`src/rtl/efpga_resp_pkg.sv`:
```
// efpga_resp_pkg: shared encodings, state type, result_c bit positions and
// the shift-add step used by the sequential multiplier of efpga_op_responder.
package efpga_resp_pkg;

   localparam int MUL_CYCLES_DEF = 32;

   localparam logic [1:0] OP_ADD    = 2'b00;
   localparam logic [1:0] OP_MUL    = 2'b01;
   localparam logic [1:0] OP_LOGIC  = 2'b10;
   localparam logic [1:0] OP_MINMAX = 2'b11;

   typedef enum logic [2:0] {
      ST_IDLE = 3'd0,
      ST_EXEC = 3'd1,
      ST_MUL  = 3'd2,
      ST_WAIT = 3'd3,
      ST_DONE = 3'd4
   } resp_state_t;

   localparam int C_ZERO   = 0;
   localparam int C_CARRY  = 1;
   localparam int C_OVF    = 2;
   localparam int C_NEG    = 3;
   localparam int C_SLT    = 4;
   localparam int C_ULT    = 5;
   localparam int C_EQ     = 6;
   localparam int C_NOMUL  = 7;
   localparam int C_OVR    = 8;
   localparam int C_DLY_LO = 16;
   localparam int C_CNT_LO = 20;

   // One radix-2 iteration: conditionally add the multiplicand into the
   // upper half, then shift the whole 65-bit partial product right by one.
   function automatic logic [63:0] mul_step(input logic [63:0] prod,
                                            input logic [31:0] mcand);
      logic [32:0] sum;
      sum = {1'b0, prod[63:32]} + (prod[0] ? {1'b0, mcand} : 33'd0);
      return {sum, prod[31:1]};
   endfunction

endpackage

```
`src/rtl/efpga_seq_mul.sv`:
```
// efpga_seq_mul: radix-2 shift-add unsigned 32x32 multiplier. The first
// iteration is folded into the start edge, so done rises MUL_CYCLES-1 edges
// after start and the product is held until the next start.
module efpga_seq_mul
   import efpga_resp_pkg::*;
#(
   parameter int MUL_CYCLES = MUL_CYCLES_DEF
) (
   input  logic        clk_i,
   input  logic        reset,
   input  logic        start_i,
   input  logic [31:0] a_i,
   input  logic [31:0] b_i,
   output logic        busy_o,
   output logic        done_o,
   output logic [63:0] product_o
);

   logic [63:0] prod_r;
   logic [31:0] mcand_r;
   logic [5:0]  iter_r;
   logic        busy_r;
   logic        done_r;

   // Iteration register: load on start, one shift-add step per busy cycle.
   always_ff @(posedge clk_i or posedge reset) begin
      if (reset) begin
         prod_r  <= 64'd0;
         mcand_r <= 32'd0;
         iter_r  <= 6'd0;
         busy_r  <= 1'b0;
         done_r  <= 1'b0;
      end else if (start_i) begin
         mcand_r <= a_i;
         prod_r  <= mul_step({32'd0, b_i}, a_i);
         iter_r  <= 6'd1;
         busy_r  <= 1'b1;
         done_r  <= 1'b0;
      end else if (busy_r) begin
         prod_r <= mul_step(prod_r, mcand_r);
         iter_r <= iter_r + 6'd1;
         if (iter_r == 6'(MUL_CYCLES - 1)) begin
            busy_r <= 1'b0;
            done_r <= 1'b1;
         end else begin
            busy_r <= 1'b1;
            done_r <= 1'b0;
         end
      end else begin
         prod_r <= prod_r;
      end
   end

   assign busy_o    = busy_r;
   assign done_o    = done_r;
   assign product_o = prod_r;

endmodule

```
`src/rtl/efpga_op_responder.sv`:
```
// efpga_op_responder: fabric-side eFPGA accelerator responder. Executes
// ADD/MUL/LOGIC/MINMAX on a latched command and returns three registered
// result words plus a done level.
// Optional feature macro: EFPGA_RESP_MUL_EN (sequential multiplier for op 01).
module efpga_op_responder
   import efpga_resp_pkg::*;
#(
   parameter int MUL_CYCLES = MUL_CYCLES_DEF
) (
   input  logic        clk_i,
   input  logic        reset,
   input  logic        eFPGA_en_i,
   input  logic        eFPGA_write_strobe_i,
   input  logic [31:0] eFPGA_operand_a_i,
   input  logic [31:0] eFPGA_operand_b_i,
   input  logic [1:0]  eFPGA_operator_i,
   input  logic [3:0]  eFPGA_delay_i,
   output logic [31:0] eFPGA_result_a_o,
   output logic [31:0] eFPGA_result_b_o,
   output logic [31:0] eFPGA_result_c_o,
   output logic        eFPGA_fpga_done_o
);

   resp_state_t state_r, state_next_s;
   logic [3:0]  wait_r, wait_next_s;
   logic        done_r, done_next_s;
   logic        overrun_r, overrun_next_s;
   logic [1:0]  op_r;
   logic [31:0] a_r, b_r;
   logic [3:0]  dly_r;
   logic [11:0] cnt_r;
   logic [31:0] res_a_r, res_b_r, res_c_r;

   logic        accept_s, complete_s, mul_start_s, mul_done_s;
   logic [63:0] mul_prod_s;
   logic [31:0] res_a_s, res_b_s, res_c_s;
   logic        carry_s, ovf_s, nomul_s;

`ifdef EFPGA_RESP_MUL_EN
   localparam logic MUL_PRESENT = 1'b1;
   logic mul_busy_unused_s;

   efpga_seq_mul #(.MUL_CYCLES(MUL_CYCLES)) u_mul (
      .clk_i     (clk_i),
      .reset     (reset),
      .start_i   (mul_start_s),
      .a_i       (a_r),
      .b_i       (b_r),
      .busy_o    (mul_busy_unused_s),
      .done_o    (mul_done_s),
      .product_o (mul_prod_s)
   );
`else
   localparam logic MUL_PRESENT = 1'b0;
   logic unused_mul_s;

   assign mul_done_s   = 1'b0;
   assign mul_prod_s   = 64'd0;
   assign unused_mul_s = mul_start_s | (MUL_CYCLES != 32);
`endif

   // Next-state logic: enable abort, accept, overrun marking and delay countdown.
   always_comb begin
      state_next_s   = state_r;
      wait_next_s    = wait_r;
      done_next_s    = done_r;
      overrun_next_s = overrun_r;
      accept_s       = 1'b0;
      complete_s     = 1'b0;
      mul_start_s    = 1'b0;
      if (!eFPGA_en_i) begin
         state_next_s = ST_IDLE;
         done_next_s  = 1'b0;
      end else begin
         case (state_r)
            ST_IDLE, ST_DONE: begin
               if (eFPGA_write_strobe_i) begin
                  accept_s       = 1'b1;
                  state_next_s   = ST_EXEC;
                  done_next_s    = 1'b0;
                  overrun_next_s = 1'b0;
               end else begin
                  state_next_s = state_r;
               end
            end
            ST_EXEC, ST_MUL: begin
               overrun_next_s = overrun_r | eFPGA_write_strobe_i;
               if (state_r == ST_EXEC && op_r == OP_MUL && MUL_PRESENT) begin
                  mul_start_s  = 1'b1;
                  state_next_s = ST_MUL;
               end else if (state_r == ST_MUL && !mul_done_s) begin
                  state_next_s = ST_MUL;
               end else if (dly_r != 4'd0) begin
                  state_next_s = ST_WAIT;
                  wait_next_s  = dly_r;
               end else begin
                  state_next_s = ST_DONE;
                  complete_s   = 1'b1;
                  done_next_s  = 1'b1;
               end
            end
            ST_WAIT: begin
               overrun_next_s = overrun_r | eFPGA_write_strobe_i;
               if (wait_r == 4'd1) begin
                  state_next_s = ST_DONE;
                  complete_s   = 1'b1;
                  done_next_s  = 1'b1;
               end else begin
                  wait_next_s = wait_r - 4'd1;
               end
            end
            default: begin
               state_next_s = ST_IDLE;
               done_next_s  = 1'b0;
            end
         endcase
      end
   end

   // Result datapath computed from the latched command.
   always_comb begin
      logic [32:0] sum_v;
      logic        slt_v;
      sum_v   = {1'b0, a_r} + {1'b0, b_r};
      slt_v   = $signed(a_r) < $signed(b_r);
      carry_s = 1'b0;
      ovf_s   = 1'b0;
      nomul_s = 1'b0;
      case (op_r)
         OP_ADD: begin
            res_a_s = sum_v[31:0];
            res_b_s = a_r - b_r;
            carry_s = sum_v[32];
            ovf_s   = (a_r[31] == b_r[31]) && (sum_v[31] != a_r[31]);
         end
         OP_MUL: begin
            if (MUL_PRESENT) begin
               res_a_s = mul_prod_s[31:0];
               res_b_s = mul_prod_s[63:32];
            end else begin
               res_a_s = 32'd0;
               res_b_s = 32'd0;
               nomul_s = 1'b1;
            end
         end
         OP_LOGIC: begin
            res_a_s = a_r & b_r;
            res_b_s = a_r ^ b_r;
         end
         OP_MINMAX: begin
            res_a_s = slt_v ? a_r : b_r;
            res_b_s = slt_v ? b_r : a_r;
         end
         default: begin
            res_a_s = 32'd0;
            res_b_s = 32'd0;
         end
      endcase
      res_c_s                   = 32'd0;
      res_c_s[C_ZERO]           = (res_a_s == 32'd0);
      res_c_s[C_CARRY]          = carry_s;
      res_c_s[C_OVF]            = ovf_s;
      res_c_s[C_NEG]            = res_a_s[31];
      res_c_s[C_SLT]            = slt_v;
      res_c_s[C_ULT]            = (a_r < b_r);
      res_c_s[C_EQ]             = (a_r == b_r);
      res_c_s[C_NOMUL]          = nomul_s;
      res_c_s[C_OVR]            = overrun_next_s;
      res_c_s[C_DLY_LO +: 4]    = dly_r;
      res_c_s[C_CNT_LO +: 12]   = cnt_r + 12'd1;
   end

   // Control state and the command latched on accept.
   always_ff @(posedge clk_i or posedge reset) begin
      if (reset) begin
         state_r   <= ST_IDLE;
         wait_r    <= 4'd0;
         done_r    <= 1'b0;
         overrun_r <= 1'b0;
         op_r      <= OP_ADD;
         a_r       <= 32'd0;
         b_r       <= 32'd0;
         dly_r     <= 4'd0;
      end else begin
         state_r   <= state_next_s;
         wait_r    <= wait_next_s;
         done_r    <= done_next_s;
         overrun_r <= overrun_next_s;
         if (accept_s) begin
            op_r  <= eFPGA_operator_i;
            a_r   <= eFPGA_operand_a_i;
            b_r   <= eFPGA_operand_b_i;
            dly_r <= eFPGA_delay_i;
         end
      end
   end

   // Result registers and completion counter, updated only on completion.
   always_ff @(posedge clk_i or posedge reset) begin
      if (reset) begin
         res_a_r <= 32'd0;
         res_b_r <= 32'd0;
         res_c_r <= 32'd0;
         cnt_r   <= 12'd0;
      end else if (complete_s) begin
         res_a_r <= res_a_s;
         res_b_r <= res_b_s;
         res_c_r <= res_c_s;
         cnt_r   <= cnt_r + 12'd1;
      end else begin
         cnt_r <= cnt_r;
      end
   end

   assign eFPGA_result_a_o  = res_a_r;
   assign eFPGA_result_b_o  = res_b_r;
   assign eFPGA_result_c_o  = res_c_r;
   assign eFPGA_fpga_done_o = done_r;

endmodule

```
`config.mk`:
```
export PLATFORM = sky130hd
export DESIGN_NAME = efpga_op_responder
export DESIGN_NICKNAME = d
export VERILOG_FILES = /design/src/rtl/efpga_resp_pkg.sv /design/src/rtl/efpga_seq_mul.sv /design/src/rtl/efpga_op_responder.sv
export SDC_FILE = /design/constraint.sdc
export NUM_CORES = 1
export LEC_CHECK = 0
export ABC_AREA = 1
export BUFFER_PORTS_ARGS = -buffer_cell sky130_fd_sc_hd__buf_2
export CORE_MARGIN = 2
export CORE_UTILIZATION = 50
export CTS_CLUSTER_DIAMETER = 80
export DETAILED_ROUTE_END_ITERATION = 10
export GPL_ROUTABILITY_DRIVEN = 0
export PLACE_DENSITY_LB_ADDON = 0.15
export SLEW_MARGIN = 20
export SYNTH_ARGS = -nofsm -noshare
export SYNTH_HDL_FRONTEND = slang
export SYNTH_HIERARCHICAL = 1
export SYNTH_SLANG_ARGS = --single-unit
```
`constraint.sdc`:
```
create_clock -name clk_i -period 5.55 [get_ports clk_i]
set_input_delay 0.2775 -clock clk_i [delete_from_list [all_inputs] [get_ports clk_i]]
set_output_delay 0.2775 -clock clk_i [all_outputs]
set_load 0.02 [all_outputs]
```
=== Yosys cells after proc, flatten, opt, wreduce, memory -nomap -nowiden ===
Index checks and enable logic that the tools add are counted.

* Add/sub/neg operators: 4
* Order comparisons: 2
* Eq/ne operators: 18
* Multiplexer cells: 34
* Bitwise logic cells: 3
* Reductions and logical operators: 12

{| class="wikitable"
|+ Operators by type and width
! operator !! number
|-
| $pmux 32 s4 || 2
|-
| $lt 32x32->1 || 2
|-
| $mux 32 || 2
|-
| $add 32x32->33 || 1
|-
| $and 32x32->32 || 1
|-
| $eq 32x32->1 || 1
|-
| $logic_not 32->1 || 1
|-
| $sub 32x32->32 || 1
|-
| $xor 32x32->32 || 1
|-
| $mux 1 || 17
|-
| $mux 3 || 5
|-
| $add 12x1->12 const B || 1
|-
| $mux 4 || 3
|-
| $ne 3x3->1 const B || 4
|-
| $pmux 3 s3 || 1
|-
| $pmux 4 s2 || 1
|-
| $eq 3x2->1 const B || 2
|-
| $ne 2x2->1 const B || 3
|-
| $reduce_and 5->1 || 1
|-
| $eq 2x2->1 const B || 2
|-
| $eq 4x1->1 const B || 1
|-
| $pmux 1 s2 || 2
|-
| $reduce_and 4->1 || 1
|-
| $reduce_bool 4->1 || 1
|-
| other kinds (15) || 16
|}

* Bits in registers: 180
* Output and inout bits: 97
* Logic and storage cells: 85

=== Logic depth before layout (Yosys ltp) ===
Gate-level depths: netlist (run 1).

* Depth in word-level cells: 5
* Depth in mapped cells: 26
* Mapped depth without buffers: 24

=== Least setup slack after synthesis (run 1) ===
No wires, ideal clock.

* Path kind: register to register
* Start point: reg a_r[0]
* End point: reg res_b_r[11] (netlist: eFPGA_result_b_o[11])
* Setup time: 0.120 ns
* Data arrival time: 2.535 ns
* Required time: 5.430 ns
* Slack: 2.896 ns
* Stages on the path, launching flop included: 21
* Period minus slack after synthesis: 2.654 ns
* Path through: dfrtp_1 -> inv_1 -> ha_1 -> fa_1 -> inv_1 -> nand2_1 -> nand2_1 -> nand3_1 -> nand2_1 -> nand2_2 -> nand2_4 -> nand2_4 -> nand3_1 -> nand2_2 -> buf_6 -> buf_6 -> buf_2 -> o211ai_1 -> o2111ai_1 -> o21ai_0 -> inv_1

* Word-level cells in the longest chain between the ends: 3

{| class="wikitable"
|+ Ends and longest elaborated chain
! what !! line !! text
|-
| from (decl) || efpga_op_responder.sv:29 || <nowiki>logic [31:0] a_r, b_r;</nowiki>
|-
| from (signal assigned) || efpga_op_responder.sv:191 || <nowiki>a_r <= eFPGA_operand_a_i;</nowiki>
|-
| $lt 32x32->1 || efpga_op_responder.sv:125 || <nowiki>slt_v = $signed(a_r) < $signed(b_r);</nowiki>
|-
| $mux 32 || efpga_op_responder.sv:152 || <nowiki>res_b_s = slt_v ? b_r : a_r;</nowiki>
|-
| $pmux 32 s4 (*) || efpga_op_responder.sv:129 || <nowiki>case (op_r)</nowiki>
|-
| to (signal assigned) || efpga_op_responder.sv:207 || <nowiki>res_b_r <= res_b_s;</nowiki>
|-
| to (decl) || efpga_op_responder.sv:32 || <nowiki>logic [31:0] res_a_r, res_b_r, res_c_r;</nowiki>
|}

Every way passes the cells marked *; elsewhere a longest branch is shown, timed or not.
A chain may end at the register's enable or synchronous reset.

=== Final worst setup path (run 1) ===
* Start point: reg b_r[7]
* End point: reg res_c_r[0] (netlist: eFPGA_result_c_o[0])

* Word-level cells in the longest chain between the ends: 4

{| class="wikitable"
|+ Ends and longest elaborated chain
! what !! line !! text
|-
| from (decl) || efpga_op_responder.sv:29 ||
|-
| from (signal assigned) || efpga_op_responder.sv:192 || <nowiki>b_r <= eFPGA_operand_b_i;</nowiki>
|-
| $lt 32x32->1 || efpga_op_responder.sv:125 ||
|-
| $mux 32 || efpga_op_responder.sv:151 || <nowiki>res_a_s = slt_v ? a_r : b_r;</nowiki>
|-
| $pmux 32 s4 (*) || efpga_op_responder.sv:129 ||
|-
| $logic_not 32->1 (*) || efpga_op_responder.sv:160 || <nowiki>res_c_s[C_ZERO] = (res_a_s == 32'd0);</nowiki>
|-
| to (signal assigned) || efpga_op_responder.sv:208 || <nowiki>res_c_r <= res_c_s;</nowiki>
|-
| to (decl) || efpga_op_responder.sv:32 ||
|}

Marks and branches as above.

==> flow_metrics.tcl, run 1 <==
set metrics [dict create \
    final_common_cell "nand2_1" \
    grt_overflow 0 \
    synth_edf_count 0 \
    grt_pass1_wl_microns 62500 \
    io_pins 171 \
    die_x_microns 160 \
    ys_warn_count 6 \
    vias_per_cell 5.57 \
    cp_max_fo 38 \
    clockRootBuffer "clkbuf_16" \
    fillers 2397 \
    grt_pass1_vias 11700 \
    start_util_pct 50.5 \
    crit_path_cell_trace "inv_1 -> ha_1 -> nand2_2 -> nor2_2 -> nand3_1 -> nand2_1 -> nand2_2 -> nand2_4 -> nand2_4 -> nand2_4 -> nand2_2 -> nand2_2 -> buf_4 -> nand2_1 -> nand3_1 -> nand2_1 -> nor2_1 -> nand2_1 -> nor2_1 -> nand2_1 -> nor2_1 -> nand2_1 -> nand2_1" \
    htreeDepth 4 \
    yosysSeqAreaShare_pct 34.2 \
    postPlaceCellArea_sq_um 13100 \
    hold_path.class "primary input to flop" \
    yosysUniqueCellTypes 52 \
    clock_path_buffers 2 \
    hold_violations 0 \
    drc 0 \
    setup_viol 0 \
    cp_common_cell "nand2_1" \
    status "finished, final reports clean" \
    finalSetupTns_ns 0 \
    ant_nets 0 \
    synth_cells 1798 \
    layout_common_cells "nand2_1 (478), o21ai_0 (214), inv_1 (207)" \
    max_stage_delay_ns 0.62 \
    cp_data_required_time_ns 5.93 \
    regToRegSetupSlack_ns 1.42 \
    drt-total-wl_microns 39500 \
    area_growth_pct 11.9 \
    drt_iter0_drc 1506 \
    cts_inserted_buffers 17 \
    r2r_cells 23 \
    drive_gt1_share_pct 12.5 \
    syn_area_per_cell_sq_um 6.80 \
    nNetsFinal 2049 \
    place_inst 2210 \
    cp_slowest_cell "nand2_2" \
    timing.rr.end "eFPGA_result_c_o[0]" \
    clock_skew_ns 0.0134 \
    cts_tree "yes" \
    dr.pass1.iters 7 \
    critical_path.endpoint "eFPGA_result_c_o[0]" \
    dp_hpwl_microns 29500 \
    fp.coreArea_sq_um 24200 \
    r2r-start "b_r[7]" \
    clock-sinks 167 \
    path_class "flop to flop" \
    antenna_found_initial 1 \
    synth_area_sq_um 12200 \
    wl_per_cell_microns 17.6 \
    cp_data_arrival_time_ns 4.51 \
    stdcell_count 2243 \
    finalInstanceArea_sq_um 13700 \
    slew_viol_final 0 \
    ys_ff_latch 167 \
    hold_ws_ns 0.0382 \
    async_reset_ff_share_pct 100 \
    clkLatencyLatePin_ns 0.44 \
    track_usage_pct 30.6 \
    num_rows 57 \
    die_h_microns 160 \
    maxCapViolations 0 \
    grt_setup_unrepaired "false" \
    worstSetupStartpointType "flop" \
    worst_setup_path_end_kind "flop" \
    placement.io_buffers 163 \
    tightest_slew_ns 1.02 \
    vias 12500 \
    synth_flop_cell "dfrtp_1" \
    period_needed_ns 4.13 \
    cts.clk_slew.worst_paths_ns 0.08 \
    die_area_sq_um 25700 \
    startpoint "b_r[7]" \
    max_freq_mhz 242 \
    post_cts_buffers 0 \
    final.period_utilization_pct 74.4 \
    relSlewSlack_pct 31.8 \
    num_antenna_cells 0 \
    grt_max_degree 78 \
]
worst max-delay path: cells and delay by family (launching register included):
kind / cells / cell delay [ns]
and+or+nand+nor: 20 / 2.67
adders and majority gates: 1 / 0.50
buffers and inverters: 2 / 0.49
DFF: 1 / 0.36
metal layers:
layer  track usage, %  wire (microns)  up-vias
met5                0              12        -
met4             10.2            1100        2
met3             5.42            3770       79
met2             44.8           16200      658
met1             45.8           18400     5691
li1                 -               -     6071
state kept, by name (all words and copies together), names as in the netlist:
name	count
a_r	32
b_r	32
eFPGA_result_b_o	32
eFPGA_result_a_o	31
eFPGA_result_c_o	13
cnt_r	12
dly_r	4
wait_r	4
state_r	3
op_r	2
eFPGA_fpga_done_o	1
overrun_r	1
repair_timing:
action / in CTS / in global routing
hold endpoints to repair: 69 / 0
hold buffers: 1 / 0
resized for setup: 0 / 0
logic make-up after synthesis:
family                   synth area share, %
flip-flops                              34.2
other                                 0.0307
AND/OR/NAND/NOR                         26.9
buffers and inverters                   10.6
AO/OA/AOI/OAI                           19.3
adder cells (fa/ha/maj)                 7.19
XOR/XNOR                                1.79
worst min path at each step:
| stage | end | from | slack, ns | depth (start not counted) |
|---|---|---|---|---|
| 6_report | b_r[3] | eFPGA_operand_b_i[3] | 0.04 | 3 |
| 5_1_grt | a_r[9] | eFPGA_operand_a_i[9] | 0.04 | 3 |
| 4_1_cts | a_r[28] | eFPGA_operand_a_i[28] | 0.04 | 3 |
| 3_5_place_dp | state_r[2] | reset | 0.43 | 2 |
| 3_3_place_gp | eFPGA_result_c_o[8] | reset | 0.42 | 2 |
| 2_1_floorplan | a_r[0] | eFPGA_operand_a_i[0] | 0.40 | 2 |
stage by stage:
stage / util (%) / setup slack, ns
finish: 56.6 / 1.42
global route: 56.6 / 1.05
CTS: 56.6 / 1.53
detailed placement: 54.2 / 1.55
global placement: 54.2 / 1.59
floorplan: - / 0.754
synthesized netlist by cell type, types with 3 or more instances:
master	number	area, sq um
nand2_1	478	1790
o21ai_0	214	1070
inv_1	209	785
dfrtp_1	167	4180
nor2_1	166	623
a21oi_1	116	581
nand3_1	99	495
ha_1	67	838
clkbuf_1	50	188
o211ai_1	31	233
buf_2	24	120
xor2_1	20	175
a31oi_1	16	100
buf_4	15	113
nand4_1	13	81.3
o2111ai_1	11	96.3
nand2_2	10	62.6
nor3_1	10	50.1
o22ai_1	8	50.1
o21bai_1	6	45.0
buf_6	5	56.3
inv_2	5	18.8
xnor2_1	5	43.8
a21o_1	4	30.0
o21ai_1	4	20.0
and3_1	3	18.8
clkinv_1	3	11.3
nand2_4	3	33.8
nand3b_1	3	22.5
o221ai_1	3	26.3
final cells by class:
cell class | instances | area, sq um | area share [%]
Tap cell | 324 | 405 | 2.96
Inverter | 217 | 820 | 5.99
Sequential cell | 167 | 4180 | 30.5
Timing Repair Buffer | 178 | 931 | 6.81
Multi-Input combinational cell | 1325 | 6780 | 49.5
Clock inverter | 13 | 134 | 0.979
Clock buffer | 19 | 433 | 3.16
Power of run 1 is left out: the tool's default activity adds up to more than one toggle a clock period on the data nets, which glitch-free logic cannot reach.
==> run 2, diff against run 1 <==
--- a/config.mk
+++ b/config.mk
@@ -5,7 +5,7 @@
 export SDC_FILE = /design/constraint.sdc
 export NUM_CORES = 1
 export LEC_CHECK = 0
-export ABC_AREA = 1
+export ABC_AREA = 0
 export BUFFER_PORTS_ARGS = -buffer_cell sky130_fd_sc_hd__buf_2
 export CORE_MARGIN = 2
 export CORE_UTILIZATION = 50
==> constraint.sdc (replaced) <==
create_clock -name clk_i -period 3.4 [get_ports clk_i]
set_input_delay 0.17 -clock clk_i [delete_from_list [all_inputs] [get_ports clk_i]]
set_output_delay 0.17 -clock clk_i [all_outputs]
set_load 0.02 [all_outputs]
==> flow_metrics.tcl, run 2 <==
set metrics [dict create \
    status "finished with violations" \
    violations "setup timing" \
    cts_tree "yes" \
    setup_ws_ns -0.297 \
    async_reset_ff_share_pct 100 \
    postPlaceCellArea_sq_um 15000 \
    ys_warn_count 6 \
    crit_family "compound AO/OA/AOI/OAI gates" \
    worstSetupStartpointType "flop" \
    max_freq_mhz 270 \
    die_h_microns 159 \
    yosysSeqAreaShare_pct 34.8 \
    final_common_cell "buf_4" \
    finalInstanceArea_sq_um 16900 \
    drc 0 \
    grt_pass1_wl_microns 65600 \
    htreeDepth 4 \
    cp_data_required_time_ns 3.73 \
    regToRegSetupSlack_ns -0.30 \
    r2r_cells 12 \
    internal_power_mw 9.91 \
    vias 13000 \
    relSlewSlack_pct 54.6 \
    place_inst 2117 \
    synth_area_leader_cell "dfrtp_1" \
    slew_viol_final 0 \
    p_sw_mw 8.86 \
    clkLatencyLatePin_ns 0.44 \
    crit_cells 12 \
    track_usage_pct 32.0 \
    netlist.area_leader.share_pct 34.8 \
    worst_setup_path_end_kind "flop" \
    min_to "state_r[1]" \
    timing.rr.end "eFPGA_result_c_o[0]" \
    synth_edf_count 0 \
    die_area_sq_um 25300 \
    startpoint "a_r[5]" \
    die_x_microns 159 \
    drive_gt1_share_pct 33.8 \
    stdcell_count 2239 \
    p_seq_share_pct 17.2 \
    yosysUniqueCellTypes 91 \
    worstHoldStart "eFPGA_en_i" \
    antenna_found_initial 0 \
    io_pins 171 \
    cts.clk_slew.worst_paths_ns 0.07 \
    tightest_slew_ns 0.674 \
    cp_data_arrival_time_ns 4.03 \
    grt_overflow 0 \
    path_class "flop to flop" \
    synthTopCellsByArea "dfrtp_1 (35%), nand2_1 (7.2%), ha_1 (7.0%)" \
    maxCapViolations 0 \
    clock-sinks 167 \
    syn_area_per_cell_sq_um 8.28 \
    combPwrFrac_pct 72.5 \
    ys_top_cells_by_count "nand2_1 (230), dfrtp_1 (167), o21ai_0 (131)" \
    grt_setup_unrepaired "true" \
    grt_max_degree 85 \
    hold_path_depth 2 \
    crit_path_cell_trace "ha_4 -> nor2b_4 -> nor4_4 -> a21oi_4 -> a2111oi_4 -> nor3_4 -> a311oi_4 -> a21oi_4 -> a2111oi_0 -> nor3_1 -> and4b_1 -> a32o_2" \
    cellPowerDensity_nw_per_um2 1110 \
    nNetsFinal 2051 \
    num_antenna_cells 0 \
    clock_skew_ns 0.00987 \
    clock_path_buffers 2 \
    cp_slowest_cell "a2111oi_4" \
    grt_pass1_vias 12700 \
    fp.coreArea_sq_um 23500 \
    setup_viol 3 \
    dr.pass1.iters 6 \
    period_needed_ns 3.70 \
    drt_iter0_drc 1366 \
    cts_inserted_buffers 17 \
    r2r-start "a_r[5]" \
    finalSetupTns_ns -0.453 \
    synth_area_sq_um 12000 \
    pwr-share-clk_pct 10.3 \
    start_util_pct 51.0 \
    p_leak_nw 8.02 \
    wl_per_cell_microns 18.5 \
    switching_share_pct 47.2 \
    synth_cells 1450 \
    cp_max_fo 5 \
    hold_violations 0 \
    ys_ff_latch 167 \
    hold_path.class "primary input to flop" \
    ant_nets 0 \
    layout_common_cells "buf_4 (295), nand2_1 (228), dfrtp_1 (163), buf_2 (163), o21ai_0 (128)" \
    post-synth-top-count-cell "nand2_1" \
    total_power_mw 18.8 \
    placement.io_buffers 163 \
    num_rows 56 \
    peakVddDrop_mv 0.483 \
    drt-total-wl_microns 41300 \
    worst-path-buf-inv 0 \
    cp_common_cell "a21oi_4" \
    max_stage_delay_ns 0.51 \
    hold_ws_ns 0.0262 \
    dp_hpwl_microns 28800 \
    final.period_utilization_pct 109 \
    clockRootBuffer "clkbuf_16" \
    synth_flop_cell "dfrtp_1" \
    area_growth_pct 41.1 \
    vias_per_cell 5.80 \
]
==> run 2: changes by cell type in the layout (fill, tap and decap cells not counted), sizes merged, moves of 33 or more <==
cell / delta
nand2: -261
buf: +293
mux2i: +33
nand3: -85
mux2: +41
nor2: -42
dlygate4sd3: +69
o21ai: -83
inv: -143
==> run 2: layer usage <==
layer	global-route usage, %	vias to the layer above	wire, microns
met3	5.11	137	2810
met5	0	-	0
li1	-	6040	-
met1	42.3	6215	17700
met4	11.4	0	1490
met2	53.7	586	19300
==> run 2: kinds of logic after synthesis <==
family	synth area share (%)
DFF	34.8
buffers and inverters	6.22
adders and majority gates	7.32
and+or+nand+nor	19.1
xor gates and xnor gates	2.55
other	0.0312
muxes	6.60
AOI/OAI and AO/OA	23.4
==> run 2: through the flow <==
stage	utilization [%]	setup WS, ns
after detailed placement	63.8	-0.369
after CTS	70.7	-0.116
after floorplan	-	0.0577
after global placement	63.8	-0.313
final	71.9	-0.297
after global routing	71.9	-0.353
==> run 2: power groups by stage <==
| stage | Sequential [mW] | Clock (mW) | Combinational, mW |
|---|---|---|---|
| 6_report | 3.23 | 1.94 | 13.6 |
| 3_5_place_dp | 3.23 | 0 | 12.1 |
| 3_3_place_gp | 3.19 | 0 | 12.0 |
| 5_1_grt | 3.31 | 2.04 | 14.6 |
| 4_1_cts | 3.20 | 1.96 | 12.8 |
| 2_1_floorplan | 3.69 | 0 | 6.60 |
==> run 2: worst register-to-register path: stages, from the launching register on <==
cell and delay [ns]:
dfrtp_1 0.48, ha_4 0.21, nor2b_4 0.13, nor4_4 0.39, a21oi_4 0.12, a2111oi_4 0.52
nor3_4 0.12, a311oi_4 0.37, a21oi_4 0.12, a2111oi_0 0.49, nor3_1 0.16, and4b_1 0.25
a32o_2 0.23
==> run 2: final cells by class <==
type	instances	area, sq um
sequential	167	4180
timing repair buffer	541	3930
clock inverter	14	139
clock buffer	17	425
multi-input combinational	1109	7580
inverter	72	274
tap	319	399
fill	1853	6610
==> run 2: timing repair <==
action	in CTS	in global routing
hold buffers	70	0
pin swaps	21	21
buffers inserted	15	9
gates resized for setup	48	52
endpoints found under the hold margin	92	0
setup endpoints to repair	7	13
==> run 2: how the worst max path moves through the flow <==
stage / to / slack [ns]
2_1_floorplan: eFPGA_result_c_o[0] / 0.06
3_3_place_gp: eFPGA_result_c_o[0] / -0.31
3_5_place_dp: eFPGA_result_c_o[0] / -0.37
4_1_cts: eFPGA_result_c_o[0] / -0.12
5_1_grt: eFPGA_result_c_o[0] / -0.35
6_report: eFPGA_result_c_o[0] / -0.30
No activity file was read; power rests on OpenSTA's default activity.
